==> src/rtl/median_pkg.sv <==
// Shared types and constants for the 3x3 median filter control path.
// Imported by median_window_ctrl and its helpers.
package median_pkg;

    typedef enum logic [1:0] {
        WAIT_FRAME = 2'd0,
        LINE       = 2'd1,
        HBLANK     = 2'd2
    } state_e;

    localparam int WIN_SIZE    = 3;
    localparam int BORDER_ROWS = WIN_SIZE - 1;
    localparam int BORDER_COLS = WIN_SIZE - 1;

endpackage

==> src/rtl/median_delay_line.sv <==
// Free-running shift-register chain with synchronous reset.
// Output is the input delayed by exactly DEPTH clocks.
module median_delay_line #(
    parameter int WIDTH = 1,
    parameter int DEPTH = 1
) (
    input  logic             clk,
    input  logic             rst,
    input  logic [WIDTH-1:0] d,
    output logic [WIDTH-1:0] q
);

    logic [WIDTH-1:0] stage_q [DEPTH];
    logic [WIDTH-1:0] stage_d [DEPTH];

    always_comb begin
        stage_d[0] = d;
        for (int i = 1; i < DEPTH; i++) begin
            stage_d[i] = stage_q[i-1];
        end
    end

    always_ff @(posedge clk) begin
        if (rst) begin
            for (int i = 0; i < DEPTH; i++) begin
                stage_q[i] <= '0;
            end
        end else begin
            stage_q <= stage_d;
        end
    end

    assign q = stage_q[DEPTH-1];

endmodule

==> src/rtl/median_window_ctrl.sv <==
// Window/line-buffer sequencer for the 3x3 median filter.
// Border tagging is built only with MEDIAN_BORDER_BYPASS_EN defined.
module median_window_ctrl
    import median_pkg::*;
#(
    parameter int H_ACT   = 64,
    parameter int V_ACT   = 64,
    parameter int AW      = 11,
    parameter int LATENCY = 4
) (
    input  logic          clk,
    input  logic          rst,
    input  logic          in_de,
    input  logic          in_hsync,
    input  logic          in_vsync,
    output logic          win_ce,
    output logic          lb_we,
    output logic [AW-1:0] lb_addr,
    output logic [AW-1:0] col,
    output logic [AW-1:0] row,
    output logic          out_de,
    output logic          out_hsync,
    output logic          out_vsync,
    output logic          border,
    output logic          frame_err
);

    localparam logic [AW-1:0] COL_LAST = AW'(H_ACT - 1);
    localparam logic [AW-1:0] ROW_LAST = AW'(V_ACT - 1);

    state_e        state_q, state_d;
    logic [AW-1:0] col_q, col_d;
    logic [AW-1:0] row_q, row_d;
    logic          vsync_q;
    logic          frame_err_q, frame_err_d;
    logic [AW-1:0] col_eff, row_eff;
    logic          vs_rise, at_origin, live, ce;

    // A vsync edge clears the counters before the same-cycle pixel is counted.
    always_comb begin
        vs_rise     = in_vsync & ~vsync_q;
        at_origin   = (col_q == '0) && (row_q == '0);
        state_d     = state_q;
        col_d       = col_q;
        row_d       = row_q;
        col_eff     = col_q;
        row_eff     = row_q;
        frame_err_d = 1'b0;
        live        = 1'b0;
        ce          = 1'b0;

        if (vs_rise) begin
            col_eff     = '0;
            row_eff     = '0;
            col_d       = '0;
            row_d       = '0;
            state_d     = LINE;
            live        = 1'b1;
            frame_err_d = (state_q != WAIT_FRAME) && !at_origin;
        end else begin
            unique case (state_q)
                WAIT_FRAME:   frame_err_d = in_de;
                LINE, HBLANK: live = 1'b1;
                default:      state_d = WAIT_FRAME;
            endcase
        end

        if (live && in_de) begin
            ce = 1'b1;
            if (col_eff == COL_LAST) begin
                col_d = '0;
                if (row_eff == ROW_LAST) begin
                    row_d   = '0;
                    state_d = WAIT_FRAME;
                end else begin
                    row_d   = row_eff + 1'b1;
                    state_d = HBLANK;
                end
            end else begin
                col_d   = col_eff + 1'b1;
                state_d = LINE;
            end
        end
    end

    always_ff @(posedge clk) begin
        if (rst) begin
            state_q     <= WAIT_FRAME;
            col_q       <= '0;
            row_q       <= '0;
            vsync_q     <= 1'b0;
            frame_err_q <= 1'b0;
        end else begin
            state_q     <= state_d;
            col_q       <= col_d;
            row_q       <= row_d;
            vsync_q     <= in_vsync;
            frame_err_q <= frame_err_d;
        end
    end

    assign win_ce    = ce;
    assign lb_we     = ce;
    assign lb_addr   = col_eff;
    assign col       = col_q;
    assign row       = row_q;
    assign frame_err = frame_err_q;

`ifdef MEDIAN_BORDER_BYPASS_EN
    localparam int DW = 4;
    logic b_in;
    assign b_in = in_de & ((row_eff < AW'(BORDER_ROWS)) |
                           (col_eff < AW'(BORDER_COLS)));
`else
    localparam int DW = 3;
`endif

    logic [DW-1:0] dl_in, dl_out;

`ifdef MEDIAN_BORDER_BYPASS_EN
    assign dl_in = {in_de, in_hsync, in_vsync, b_in};
    assign {out_de, out_hsync, out_vsync, border} = dl_out;
`else
    assign dl_in = {in_de, in_hsync, in_vsync};
    assign {out_de, out_hsync, out_vsync} = dl_out;
    assign border = 1'b0;
`endif

    median_delay_line #(
        .WIDTH (DW),
        .DEPTH (LATENCY)
    ) u_delay (
        .clk (clk),
        .rst (rst),
        .d   (dl_in),
        .q   (dl_out)
    );

endmodule

==> config.mk <==
export PLATFORM = sky130hd
export DESIGN_NAME = median_window_ctrl
export DESIGN_NICKNAME = d
export VERILOG_FILES = /design/src/rtl/median_pkg.sv /design/src/rtl/median_delay_line.sv /design/src/rtl/median_window_ctrl.sv
export SDC_FILE = /design/constraint.sdc
export NUM_CORES = 1
export LEC_CHECK = 0
export ABC_AREA = 1
export BUFFER_PORTS_ARGS = -buffer_cell sky130_fd_sc_hd__buf_2
export CAP_MARGIN = 20
export CORE_UTILIZATION = 54
export CTS_CLUSTER_DIAMETER = 100
export CTS_CLUSTER_SIZE = 28
export DETAILED_ROUTE_END_ITERATION = 8
export PLACE_DENSITY = 0.87
export SYNTH_ARGS = -nofsm -noshare
export SYNTH_HDL_FRONTEND = slang
export SYNTH_SLANG_ARGS = --single-unit
==> constraint.sdc <==
create_clock -name clk -period 2.4 [get_ports clk]
set_clock_uncertainty 0.2 [all_clocks]
set_input_delay 0 -clock clk [delete_from_list [all_inputs] [get_ports clk]]
set_output_delay 0 -clock clk [all_outputs]
set_load 0.01 [all_outputs]
* Word-level counts from Yosys, hierarchy flattened
Index checks and enable logic that the tools add are counted.
Storage, ports and cells: register bits 38, output and inout bits 40, word-level logic and storage cells 45, input port bits 5
Cells by class: add/sub/neg operators 2, eq/ne operators 5, bitwise gates (word level) 2, reduce and logical (&&, ||, !) cells 10, muxes and demuxes 17
Operator list (number):
- two-way mux 11 bit | 7
- adder 11 x 1 -> 11 bit, second input constant | 2
- == test 11 x 6 -> 1 bit, second input constant | 2
- zero test 11 bit | 2
- two-way mux 2 bit | 5
- two-way mux 1 bit | 5
- logical AND 1 bit | 3
- inequality test 3 x 1 -> 1 bit, second input constant | 1
- OR reduction 3 bit | 1
- == test 2 x 1 -> 1 bit, second input constant | 1
- == test 2 bit, second input constant | 1
- zero test 2 bit | 1
- nonzero test 2 bit | 1
- OR reduction 2 bit | 1
- bitwise AND 1 bit | 1
- zero test 1 bit | 1
- inverter 1 bit | 1

* Depth between registers and ports, before layout
Gate-level depths: netlist of run 1.
depth after elaboration 7, gate-level depth with buffers 14, mapped depth without buffers 13

* Modules after synthesis
A second synthesis of run 1 with hierarchy kept.
Unflattened totals: cells, all modules 299, area, all modules 2020.7 um2
Modules (own cells, without submodules):
- median_window_ctrl | cells an instance 262, times used 1, area each 1679.1 um2, seq. area each 520.5 um2
- median_delay_line | cells an instance 37, times used 1, area each 341.6 um2, seq. area each 240.2 um2

* Worst setup path before layout of run 1
Ideal clock, no wire load.
path type reg-to-reg, start reg u_delay.stage_d[6] (netlist name), end reg col_q[10] (netlist: col[10]), data arrival time 1.853 ns, required time 2.085 ns, slack 0.232 ns, period minus slack after synthesis 2.168 ns, path buffers 1, cell stages (with the launch flop) 12, setup time 0.115 ns, path through dfxtp_1 -> nor2_2 -> buf_2 -> nor2_1 -> ha_1 -> nand4_1 -> nor2_1 -> nand4_4 -> nand2_4 -> inv_4 -> nand2_1 -> nor2_1
RTL lines:
- end signal: assignment | RTL line median_window_ctrl.sv:95 | col_q <= col_d;
- end: declaration | RTL line median_window_ctrl.sv:32 | logic [AW-1:0] col_q, col_d;

* Final worst setup path of run 1
start in in_vsync, end reg col_q[10] (netlist: col[10])
Between the ends: word-level cells in the longest chain between the ends 5, elaborated cells between the ends (all ways) 8, classes of those cells add/sub (1); eq/ne (1); mux (4); bitwise (1); reduce/logical (1)
RTL lines:
- start: declaration | RTL line median_window_ctrl.sv:15 | input logic in_vsync,
- bitwise AND 1 bit * | RTL line median_window_ctrl.sv:41 | vs_rise = in_vsync & ~vsync_q;
- two-way mux 11 bit
- adder 11 x 1 -> 11 bit / == test 11 x 6 -> 1 bit (equally long branches) | RTL line median_window_ctrl.sv:80, median_window_ctrl.sv:70
- two-way mux 11 bit | RTL line median_window_ctrl.sv:70 | if (col_eff == COL_LAST) begin
- two-way mux 11 bit * | RTL line median_window_ctrl.sv:68 | if (live && in_de) begin
Every way passes the cells marked *; elsewhere a longest branch is shown, timed or not. A chain may end at the register's enable or synchronous reset.

==> results of run 1 <==
[repair_timing]
action                     4_1_cts  5_1_grt
hold buffers                     7        0
setup endpoints to repair        0        9
hold endpoints to repair        18        0
setup buffers                    0        0
gates resized for setup          0        1
[cells in the final DEF (no fill, tap or decap), types with 3 or more instances in the layout]
master / count
a21oi_1: 9
buf_2: 43
buf_4: 5
clkbuf_8: 5
dfxtp_1: 37
dlygate4sd3_1: 7
ha_1: 4
inv_1: 48
inv_2: 3
nand2_1: 62
nand2_2: 3
nand2_4: 3
nand3_1: 21
nand4_1: 12
nor2_1: 48
nor2_2: 5
nor2_4: 5
nor3_1: 6
o21ai_0: 8
xor2_1: 4
[cell type report]
cell class,count,area (µm²)
Timing Repair Buffer,55,323
Inverter,53,201
Tap cell,48,60.1
Multi-Input combinational cell,205,1070
Clock inverter,3,17.5
Clock buffer,5,68.8
Sequential cell,37,741
Fill cell,322,1210
[synthesized netlist by cell type]
| cell | count |
|---|---|
| nor2_4 | 5 |
| inv_2 | 3 |
| nand3_1 | 21 |
| nand3_2 | 2 |
| buf_2 | 1 |
| nand3b_1 | 1 |
| o21ai_1 | 1 |
| buf_8 | 1 |
| nor3_1 | 6 |
| nor2_1 | 49 |
| nor4_1 | 2 |
| buf_6 | 3 |
| a21oi_1 | 9 |
| inv_4 | 1 |
| dfxtp_1 | 37 |
| nand4_4 | 1 |
| nor2_2 | 4 |
| nor3_2 | 2 |
| conb_1 | 1 |
| nand4_1 | 12 |
| o22ai_1 | 1 |
| o21ai_0 | 8 |
| xor2_1 | 4 |
| buf_4 | 2 |
| ha_1 | 4 |
| nand2_4 | 3 |
| a31oi_1 | 1 |
| clkbuf_1 | 1 |
| a21oi_4 | 1 |
| nand2_2 | 3 |
| xnor2_1 | 2 |
| inv_1 | 48 |
| buf_1 | 1 |
| clkinv_1 | 1 |
| nand2_1 | 62 |
[power by group through the flow]
stage	sequential [mW]	clock, mW	combinational [mW]
floorplan	0.649	0	0.0832
global placement	0.647	0	0.107
detailed placement	0.648	0	0.109
CTS	0.634	0.432	0.118
global route	0.634	0.454	0.131
finish	0.634	0.423	0.121
[state kept, by name (all words and copies together), names as in the netlist]
name,count
frame_err,1
state_q,2
u_delay.q,3
row,11
col,11
u_delay.stage_d,9
[metal layers]
metal / global-route usage [%] / vias up
li1: - / 1051
met1: 29.3 / 940
met2: 43.5 / 90
met3: 5.00 / 8
met4: 10.0 / 0
met5: 0 / -
[logic make-up after synthesis]
kind of cell,Yosys count,synth area share [%]
AND/OR/NAND/NOR,173,40.4
flip-flops,37,35.5
adder cells (fa/ha/maj),4,2.40
AO/OA/AOI/OAI,21,5.70
XOR/XNOR,6,2.52
other,1,0.180
buffers and inverters,62,13.3
[how the worst max path moves through the flow]
stage | endpoint | slack (ns) | cells after the start
detailed placement | col[10] | 0.21 | 10
global route | row[8] | 0.04 | 13
global placement | row[0] | 0.34 | 8
floorplan | col[10] | 0.23 | 11
CTS | col[10] | 0.15 | 13
finish | col[10] | 0.17 | 13
[worst min-delay path, delay by kind of cell (launching register included)]
family	cells	cell delay, ns
flip-flops	1	0.30
buffers and inverters	1	0.04
AND/OR/NAND/NOR	1	0.03
==> summary.txt, run 1 <==
Detailed routing
  • Via count: 2089
  • Antenna-violating nets left: 0
  • Uppermost layer routed: met4
  • Routed length on met2: 2.33 mm
  • Met3 WL: ~360 µm
  • DRT Wirelength: slightly below 5 mm
  • Vias per cell: around 5.1
  • DRT Pass-1 Iters: 4
  • DRT iter0 DRCs: 174
  • Post-Route M1 WL: 2.11 mm
  • Wirelength per Cell: 12.0 µm
  • DRC errors left: 0

STA
  • Final Setup Violations: 0
  • Fin. Hold Viols: 0
  • Post-Route Setup TNS: 0 ns
  • RSZ-0062 raised after global routing: false
  • Fin worst setup slack: between 0.15 and 0.2 ns
  • Fin. max-slew vios: 0
  • F_max: approximately 450 MHz
  • Part of the cycle the worst path needs: 92.9%
  • Tightest hold margin: between 0.2 and 0.25 ns
  • Min Tclk post-route: 2.23 ns

Critical path
  • CP max FO: 9
  • Arrival @ worst endpoint: about 2.2 ns
  • Worst flop-to-flop path endpoint: col[10]
  • Worst path most repeated cell: nor2_1
  • Startpoint types: input pin
  • CP peak stage delay: 0.53 ns
  • Number of buffers and inverters on the critical path: 4
  • CP Capture Type: flop
  • Reg2Reg Depth: 10
  • R2r startpoint: u_delay.stage_d[6]
  • Critical path data required time: 2.39 ns
  • Cell family with the largest share of critical-path delay: simple AND/OR/NAND/NOR gates
  • CP startpoint: in_vsync
  • CP cell instances: dlygate4sd3_1 > buf_2 > inv_2 > nor2_2 > nor2_1 > ha_1 > nand4_1 > nor2_1 > nand4_4 > nand2_4 > inv_4 > nand2_1 > nor2_1
  • Critical path class: input pin to flop
  • Critical path's slowest cell: dlygate4sd3_1
  • FF-to-FF setup slack: 0.23 ns

Worst hold path
  • Hold Path Stages: 2
  • Worst hold path type: flop to flop
  • HP Start: u_delay.stage_d[8]
  • Hold worst-path end: u_delay.stage_d[5]

Final layout
  • Share of cells above drive strength 1: 22.9%
  • Layout Cells excl Fill: 406
  • Core Util, Final: 67.3%
  • Final #Nets: ~370
  • # diodes: 0
  • Syn-to-layout area delta: 19.0%
  • Final instance area: approximately 0.0025 mm²

Logic synthesis
  • Mapped Nets: ~310
  • Netlist cell types: 35
  • Sequential share of the synthesized area: 35.5%
  • #FFs+latches synth: 37
  • Synth area leaders: dfxtp_1 36%, nand2_1 11%, nor2_1 8.8%
  • Area leader, netlist: dfxtp_1
  • Cell area after synthesis: 0.00209 mm²
  • Post-Syn Area per Cell: 6.86 µm²
  • Synth Warn #: 0
  • Syn Inst Count: 304
  • Synth top area share: 35.5%

Die
  • Chip height: 64.2 µm
  • Num ports: 45
  • Core area: 0.00369 mm²
  • DIE WIDTH: 64.2 µm
  • Starting Density: approximately 57%
  • FP Rows: 22
  • Die ar.: 0.00412 mm²

Power
  • Leakage power: 1.24 nW
  • Switching Share: 26.2%
  • Sequential power share: 53.8%
  • Max IR drop VDD: 0.000310 V
  • Clock power share: between 30% and 40%
  • NetSw: between 300 and 400 µW
  • Combinational Power Share: 10.3%
  • Internal Power: 869 µW
  • Final Total Pwr: ~1.2 mW
  • Pwr Density: between 400 and 500 mW/mm²

Placed design
  • Detailed placement HPWL: 3.63 mm
  • RePlAce Congestion: approximately 0.9
  • Buffers on Ports: 43
  • Cells after DPL: just under 400
  • DP Worst Slack: 0.211 ns
  • DP Area: roughly 0.0023 mm²

Clock tree
  • Reg clk slew, reported paths: 0.07 ns
  • H-Tree Depth: 2
  • Clock sink total: 37
  • TritonCTS clock tree: built
  • Root buf cell: clkbuf_8
  • Worst skew pair latency: 0.29 ns
  • Total CTS buffers: 5
  • Clock buffer depth: 2

Global route
  • Largest net degree at the start of global routing: 19
  • Antenna violations before repair: 0
  • First-pass GRT wire length: 7.91 mm
  • Gr usage total: 24.8%
  • Vias in the first global route: 1880
  • Global route overflow: 0

Run
  • Max-cap violation count: 0

Run status
  • Status: complete, no violations
No activity file was read; power rests on OpenSTA's default activity.
==> inputs of run 2 (changes only) <==
ABC_AREA = default   (was 1)
CORE_UTILIZATION = 52   (was 54)
PLACE_DENSITY = 0.86   (was 0.87)
==> run 2 against run 1 <==
Sequential cell count is the same. Maximum frequency shrank 2.2%. Routed wire length shrank 9.6%. Via count shrank 16%. Worst setup slack lost 0.050 ns. Sequential power shrank 0.6%. Largest cell class unchanged. Power grew 7.5%. First-iteration DRC count shrank 24%. Utilization grew 2.7 points.
==> summary.txt, run 2 <==
Critical path
  • CP peak stage delay: 0.49 ns (was 0.53 ns)
  • Critical path data required time: 2.50 ns (was 2.39 ns)
  • Reg2Reg Depth: 8 (was 10)
  • CP startpoint: u_delay.stage_d[6] (was in_vsync)
  • CP Capture Type: flop (unchanged)
  • CP cell instances: nand2b_4 > and2_4 > ha_4 > and4_1 > and3_2 > nand3_4 > or4b_1 > mux2i_1 (was dlygate4sd3_1 > buf_2 > inv_2 > nor2_2 > nor2_1 > ha_1 > nand4_1 > nor2_1 > nand4_4 > nand2_4 > inv_4 > nand2_1 > nor2_1)
  • Critical path's slowest cell: or4b_1 (was dlygate4sd3_1)
  • Worst flop-to-flop path endpoint: row[9] (was col[10])
  • FF-to-FF setup slack: 0.12 ns (was 0.23 ns)
  • R2r startpoint: u_delay.stage_d[6] (unchanged)
  • Critical path class: flop to flop (was input pin to flop)
  • CP max FO: 10 (was 9)
  • Startpoint types: flop (was input pin)
  • Arrival @ worst endpoint: 2.38 ns (was 2.22 ns)

STA
  • Fin worst setup slack: 0.120 ns (was 0.170 ns)
  • Slew HR: 65.5%
  • F_max: 439 MHz (was 448 MHz)
  • Least-Margin Pin Slew: 0.517 ns
  • Part of the cycle the worst path needs: 95.0% (was 92.9%)
  • Tightest hold margin: 0.245 ns (was 0.202 ns)
  • Post-Route Setup TNS: 0 ns (unchanged)
  • Min Tclk post-route: 2.28 ns (was 2.23 ns)
  • Final Setup Violations: 0 (unchanged)
  • Fin. Hold Viols: 0 (unchanged)
  • RSZ-0062 raised after global routing: false (unchanged)
  • Fin. max-slew vios: 0 (unchanged)

Placed design
  • DP Worst Slack: 0.0683 ns (was 0.211 ns)
  • RePlAce Congestion: 0.909 (was 0.917)
  • Buffers on Ports: 43 (unchanged)
  • Cells after DPL: 296 (was 391)
  • DP Area: 0.00215 mm² (was 0.00232 mm²)
  • Detailed placement HPWL: 3.13 mm (was 3.63 mm)

Global route
  • Vias in the first global route: 1468 (was 1880)
  • Largest net degree at the start of global routing: 27 (was 19)
  • First-pass GRT wire length: 6.76 mm (was 7.91 mm)
  • Gr usage total: 25.1% (was 24.8%)
  • Antenna violations before repair: 0 (unchanged)
  • Global route overflow: 0 (unchanged)

Worst hold path
  • Worst hold path type: flop to flop (unchanged)
  • Hold worst-path end: u_delay.q[0] (was u_delay.stage_d[5])
  • Hold Path Stages: 1 (was 2)
  • HP Start: u_delay.stage_d[0] (was u_delay.stage_d[8])

Die
  • FP Rows: 21 (was 22)
  • Core area: 0.00334 mm² (was 0.00369 mm²)
  • Die ar.: 0.00375 mm² (was 0.00412 mm²)
  • DIE WIDTH: 61.3 µm (was 64.2 µm)
  • Num ports: 45 (unchanged)
  • Starting Density: 54.7% (was 56.5%)
  • Chip height: 61.3 µm (was 64.2 µm)

Logic synthesis
  • Synth Warn #: 0 (unchanged)
  • #FFs+latches synth: 37 (unchanged)
  • Area leader, netlist: dfxtp_1 (unchanged)
  • Post-Syn Area per Cell: 8.73 µm² (was 6.86 µm²)
  • Cell area after synthesis: 0.00183 mm² (was 0.00209 mm²)
  • Syn Inst Count: 209 (was 304)
  • Synth top area share: 40.6% (was 35.5%)
  • Sequential share of the synthesized area: 40.6% (was 35.5%)
  • Netlist cell types: 41 (was 35)
  • Most frequent cell after synthesis: dfxtp_1 (was nand2_1)
  • Async SR Flop Fraction: 0% (unchanged)
  • Number of synthesized flops with an enable pin: 0 (unchanged)
  • Most used flip-flop cell after synthesis: dfxtp_1 (unchanged)
  • Mapped Nets: 218 (was 313)
  • Synth area leaders: dfxtp_1 41%, and2_1 5.1%, nor2b_1 4.5% (was dfxtp_1 36%, nand2_1 11%, nor2_1 8.8%)
  • Commonest cells post-synth: 37 x dfxtp_1, 20 x nor2_1, 15 x and2_1, 15 x nand3_1, 13 x nor2b_1 (was 62 x nand2_1, 49 x nor2_1, 48 x inv_1, 37 x dfxtp_1, 21 x nand3_1)

Final layout
  • Most frequent cells in the layout: 43 x buf_2, 36 x dfxtp_1, 20 x nor2_1, 14 x nand3_1, 13 x nor2b_1 (was 62 x nand2_1, 48 x inv_1, 48 x nor2_1, 43 x buf_2, 37 x dfxtp_1)
  • Core Util, Final: 69.9% (was 67.3%)
  • Share of cells above drive strength 1: 29.4% (was 22.9%)
  • # diodes: 0 (unchanged)
  • Most common cell after layout, fill and taps aside: buf_2 (was nand2_1)
  • Syn-to-layout area delta: 27.8% (was 19.0%)
  • Final instance area: 0.00233 mm² (was 0.00248 mm²)
  • Final #Nets: 273 (was 366)
  • Layout Cells excl Fill: 311 (was 406)

Power
  • Final Total Pwr: 1.27 mW (was 1.18 mW)
  • Max IR drop VDD: 0.000382 V (was 0.000310 V)
  • Pwr Density: 542 mW/mm² (was 475 mW/mm²)
  • Leakage power: 1.00 nW (was 1.24 nW)

Clock tree
  • Clock buffer depth: 2 (unchanged)
  • Root buf cell: clkbuf_4 (was clkbuf_8)
  • Total CTS buffers: 5 (unchanged)
  • Reg clk slew, reported paths: 0.12 ns (was 0.07 ns)
  • Clock sink total: 37 (unchanged)
  • Worst skew pair latency: 0.35 ns (was 0.29 ns)
  • TritonCTS clock tree: built (unchanged)
  • H-Tree Depth: 2 (unchanged)
  • Setup Fix Bufs, Post-CTS: 0 (unchanged)

Detailed routing
  • Antenna-violating nets left: 0 (unchanged)
  • Via count: 1754 (was 2089)
  • Wirelength per Cell: 14.1 µm (was 12.0 µm)
  • Vias per cell: 5.64 (was 5.15)
  • DRC errors left: 0 (unchanged)
  • DRT iter0 DRCs: 133 (was 174)
  • DRT Pass-1 Iters: 4 (unchanged)
  • DRT Wirelength: 4.40 mm (was 4.87 mm)

Run status
  • Status: complete, no violations (unchanged)

Run
  • Max-cap violation count: 0 (unchanged)
-- run 2: cells by family (layout without fill, tap and decap cells) --
logic type	Yosys count	count (layout)	share of synthesized area [%]
buf+inv	14	70	4.18
compound gates	25	25	9.18
flops	37	37	40.6
fa+ha+maj	4	4	2.74
other cells	1	1	0.205
xor+xnor	9	9	4.32
simple gates	114	114	36.1
mux	5	5	2.74
-- run 2: how the worst max path moves through the flow --
stage          slack (ns)  endpoint  depth (start not counted)
2_1_floorplan       0.005   row[10]                         10
3_3_place_gp         0.16   row[10]                          8
3_5_place_dp         0.07    row[9]                          8
4_1_cts              0.05    row[9]                          8
5_1_grt             0.006    row[4]                          9
6_report             0.12    row[9]                          8
-- run 2: final cells by class --
class / count / area [µm²]
inverters: 3 / 11.3
fillers: 289 / 1000
well taps: 46 / 57.6
clock buffers: 5 / 37.5
flip-flops and latches: 37 / 742
repair buffers: 59 / 353
clock inverters: 3 / 65.1
multi-input cells: 158 / 1070
-- run 2: metal layers --
| metal | global-route usage [%] | routed length [µm] | up-vias |
|---|---|---|---|
| li1 | - | - | 855 |
| met1 | 31.9 | 1920 | 811 |
| met2 | 40.7 | 2060 | 82 |
| met3 | 6.51 | 348 | 6 |
| met4 | 10.1 | 66 | 0 |
| met5 | 0 | 0 | - |
-- run 2: critical path: cells and delay by family, from the launching register on --
kind,cells,cell delay [ns]
simple gates,6,1.41
flops,1,0.35
fa+ha+maj,1,0.13
mux,1,0.13
-- run 2: power by group --
| part | internal, mW | switching [mW] |
|---|---|---|
| clock | 0.322 | 0.218 |
| sequential | 0.625 | 0.00512 |
| combinational | 0.0403 | 0.0545 |
| total | 0.988 | 0.277 |
-- run 2: timing repair --
action	in CTS	in global routing
hold endpoints to repair	23	0
hold buffers	7	0
setup endpoints to repair	0	3
resized for setup	0	3
==> inputs of run 3 (changes only) <==
CORE_UTILIZATION = 47   (was 52)
PLACE_DENSITY = 0.83   (was 0.86)
clock period = 2.02 ns   (was 2.4 ns; I/O delays follow)
==> run 3 against run 2 <==
The flow now finishes with violations (setup timing). Global-route usage grew 2.0 points. Highest routed layer unchanged. Combinational power grew 51%. Cell area grew 21%. Via count grew 13%. Largest power group unchanged.
==> summary.txt, run 3 (synthesis results as in run 2) <==
Critical path
  • CP startpoint: u_delay.stage_d[6] (unchanged)
  • Arrival @ worst endpoint: 2.19 ns (was 2.38 ns)
  • R2r startpoint: u_delay.stage_d[6] (unchanged)
  • CP cell instances: nand2b_4 > and2_4 > ha_4 > and4_4 > and3_4 > nand3_4 > buf_4 > buf_6 > buf_4 > mux2i_1 > nor2_1 (was nand2b_4 > and2_4 > ha_4 > and4_1 > and3_2 > nand3_4 > or4b_1 > mux2i_1)
  • Critical path's slowest cell: dfxtp_2 (was or4b_1)
  • CP Capture Type: flop (unchanged)
  • CP peak stage delay: 0.34 ns (was 0.49 ns)
  • Startpoint types: flop (unchanged)
  • Worst path most repeated cell: buf_4
  • CP max FO: 8 (was 10)
  • Critical path class: flop to flop (unchanged)
  • FF-to-FF setup slack: -0.20 ns (was 0.12 ns)
  • Critical path data required time: 1.99 ns (was 2.50 ns)

Global route
  • Vias in the first global route: 1740 (was 1468)
  • Largest net degree at the start of global routing: 27 (unchanged)
  • Antenna violations before repair: 0 (unchanged)
  • Gr usage total: 27.1% (was 25.1%)
  • Global route overflow: 0 (unchanged)
  • First-pass GRT wire length: 8.58 mm (was 6.76 mm)

Final layout
  • Share of cells above drive strength 1: 43.9% (was 29.4%)
  • Fillcell total: 249 (was 289)
  • Area of the multi-input gates: 0.00119 mm² (was 0.00107 mm²)
  • # diodes: 0 (unchanged)
  • Final instance area: 0.00282 mm² (was 0.00233 mm²)
  • Final #Nets: 318 (was 273)
  • Register Area: 742 µm² (unchanged)
  • Syn-to-layout area delta: 54.5% (was 27.8%)
  • Most common cell after layout, fill and taps aside: buf_4 (was buf_2)
  • Most frequent cells in the layout: 47 x buf_4, 43 x buf_2, 36 x dfxtp_1, 20 x nor2_1, 13 x nor2b_1 (was 43 x buf_2, 36 x dfxtp_1, 20 x nor2_1, 14 x nand3_1, 13 x nor2b_1)

Power
  • Max IR drop VDD: 0.000511 V (was 0.000382 V)
  • Combinational Power Share: 10.1% (was 7.5%)
  • Internal Power: 1.05 mW (was 988 µW)
  • NetSw: 366 µW (was 277 µW)
  • Pwr Density: 503 mW/mm² (was 542 mW/mm²)
  • Leakage power: 1.27 nW (was 1.00 nW)
  • Sequential power share: 52.6% (was 49.8%)
  • Clock power share: 37.3% (was 42.7%)
  • Switching Share: 25.8% (was 21.9%)

STA
  • Final Setup Violations: 20 (was 0)
  • Fin. Hold Viols: 0 (unchanged)
  • Part of the cycle the worst path needs: 110% (was 95.0%)
  • Min Tclk post-route: 2.22 ns (was 2.28 ns)
  • Tightest hold margin: 0.0781 ns (was 0.245 ns)
  • F_max: 451 MHz (was 439 MHz)
  • Fin. max-slew vios: 0 (unchanged)
  • Slew HR: 63.2% (was 65.5%)
  • Least-Margin Pin Slew: 0.551 ns (was 0.517 ns)
  • Fin worst setup slack: -0.197 ns (was 0.120 ns)
  • RSZ-0062 raised after global routing: true (was false)
  • Post-Route Setup TNS: -1.59 ns (was 0 ns)

Placed design
  • RePlAce Congestion: 0.869 (was 0.909)
  • DP Area: 0.00246 mm² (was 0.00215 mm²)
  • Detailed placement HPWL: 3.47 mm (was 3.13 mm)
  • Buffers on Ports: 43 (unchanged)

Detailed routing
  • DRT Wirelength: 5.48 mm (was 4.40 mm)
  • Vias per cell: 5.55 (was 5.64)
  • Via count: 1986 (was 1754)
  • Wirelength per Cell: 15.3 µm (was 14.1 µm)
  • Antenna-violating nets left: 0 (unchanged)
  • DRT Pass-1 Iters: 4 (unchanged)
  • DRC errors left: 0 (unchanged)
  • DRT iter0 DRCs: 105 (was 133)

Die
  • Starting Density: 49.5% (was 54.7%)
  • Chip height: 64.3 µm (was 61.3 µm)
  • Die ar.: 0.00414 mm² (was 0.00375 mm²)
  • Core area: 0.00369 mm² (was 0.00334 mm²)
  • Num ports: 45 (unchanged)
  • FP Rows: 22 (was 21)
  • DIE WIDTH: 64.3 µm (was 61.3 µm)

Clock tree
  • Worst skew pair latency: 0.30 ns (was 0.35 ns)
  • Clock sink total: 37 (unchanged)
  • Clock buffer depth: 2 (unchanged)
  • Root buf cell: clkbuf_8 (was clkbuf_4)
  • TritonCTS clock tree: built (unchanged)
  • H-Tree Depth: 2 (unchanged)
  • Reg clk slew, reported paths: 0.08 ns (was 0.12 ns)
  • Total CTS buffers: 5 (unchanged)

Worst hold path
  • Worst hold path type: input pin to flop (was flop to flop)
  • HP Start: in_vsync (was u_delay.stage_d[0])

Run status
  • Status: complete, but fails checks (was complete, no violations)
  • Failing checks: setup timing

Run
  • Max-cap violation count: 0 (unchanged)
run 3: cell count changes in the layout (fill, tap and decap cells not counted), sizes merged:
cell,before,now
buf,52,97
bufinv,2,0
clkinv,1,3
run 3: worst paths after layout:
| path | endpoint | cells after the start |
|---|---|---|
| worst min-delay path | col[2] | 5 |
| worst max-delay path | state_q[0] | 11 |
| worst min register to register | u_delay.q[1] | 1 |
| worst max register to register | state_q[0] | 11 |
run 3: power groups by stage:
stage,Sequential [mW],Combinational [mW],Clock (mW)
after detailed placement,0.764,0.120,0
after global routing,0.748,0.155,0.559
after floorplan,0.766,0.0820,0
after CTS,0.747,0.136,0.529
after global placement,0.763,0.116,0
final,0.747,0.143,0.530
run 3: layout make-up:
| class | count | area share [%] |
|---|---|---|
| clock buffer | 5 | 2.44 |
| timing repair buffer | 104 | 25.7 |
| multi-input combinational | 158 | 42.2 |
| tap | 48 | 2.13 |
| sequential | 37 | 26.3 |
| inverter | 3 | 0.399 |
| clock inverter | 3 | 0.799 |
run 3: metal layers:
| metal | share of wire [%] | vias up | global-route usage (%) |
|---|---|---|---|
| met5 | 0 | - | 0 |
| met4 | 1.6 | 0 | 10.0 |
| met3 | 5.9 | 10 | 6.25 |
| met2 | 49 | 77 | 45.0 |
| met1 | 43 | 952 | 33.8 |
| li1 | - | 947 | - |
run 3: critical path, delay by kind of cell, from the launching register on:
family / cells / cell delay [ns]
AND/OR/NAND/NOR: 6 / 0.89
flip-flops: 1 / 0.34
buffers and inverters: 3 / 0.40
multiplexers: 1 / 0.12
adder cells (fa/ha/maj): 1 / 0.13
run 3: stage by stage:
step | worst slack (ns) | cells | util (%) | total power, mW
5_1_grt | -0.342 | 358 | 76.5 | 1.46
6_report | -0.197 | 358 | 76.5 | 1.42
4_1_cts | -0.116 | 354 | 73.7 | 1.41
3_3_place_gp | -0.127 | 334 | 66.6 | 0.879
3_5_place_dp | -0.175 | 334 | 66.6 | 0.883
2_1_floorplan | -0.375 | 209 | - | 0.848
run 3: what timing repair did:
item | 4_1_cts | 5_1_grt
buffers inserted | 5 | 6
endpoints found under the hold margin | 19 | 0
pin swaps | 6 | 18
gates cloned | 0 | 0
setup endpoints to repair | 21 | 23
resized for setup | 15 | 15
hold buffers | 7 | 0
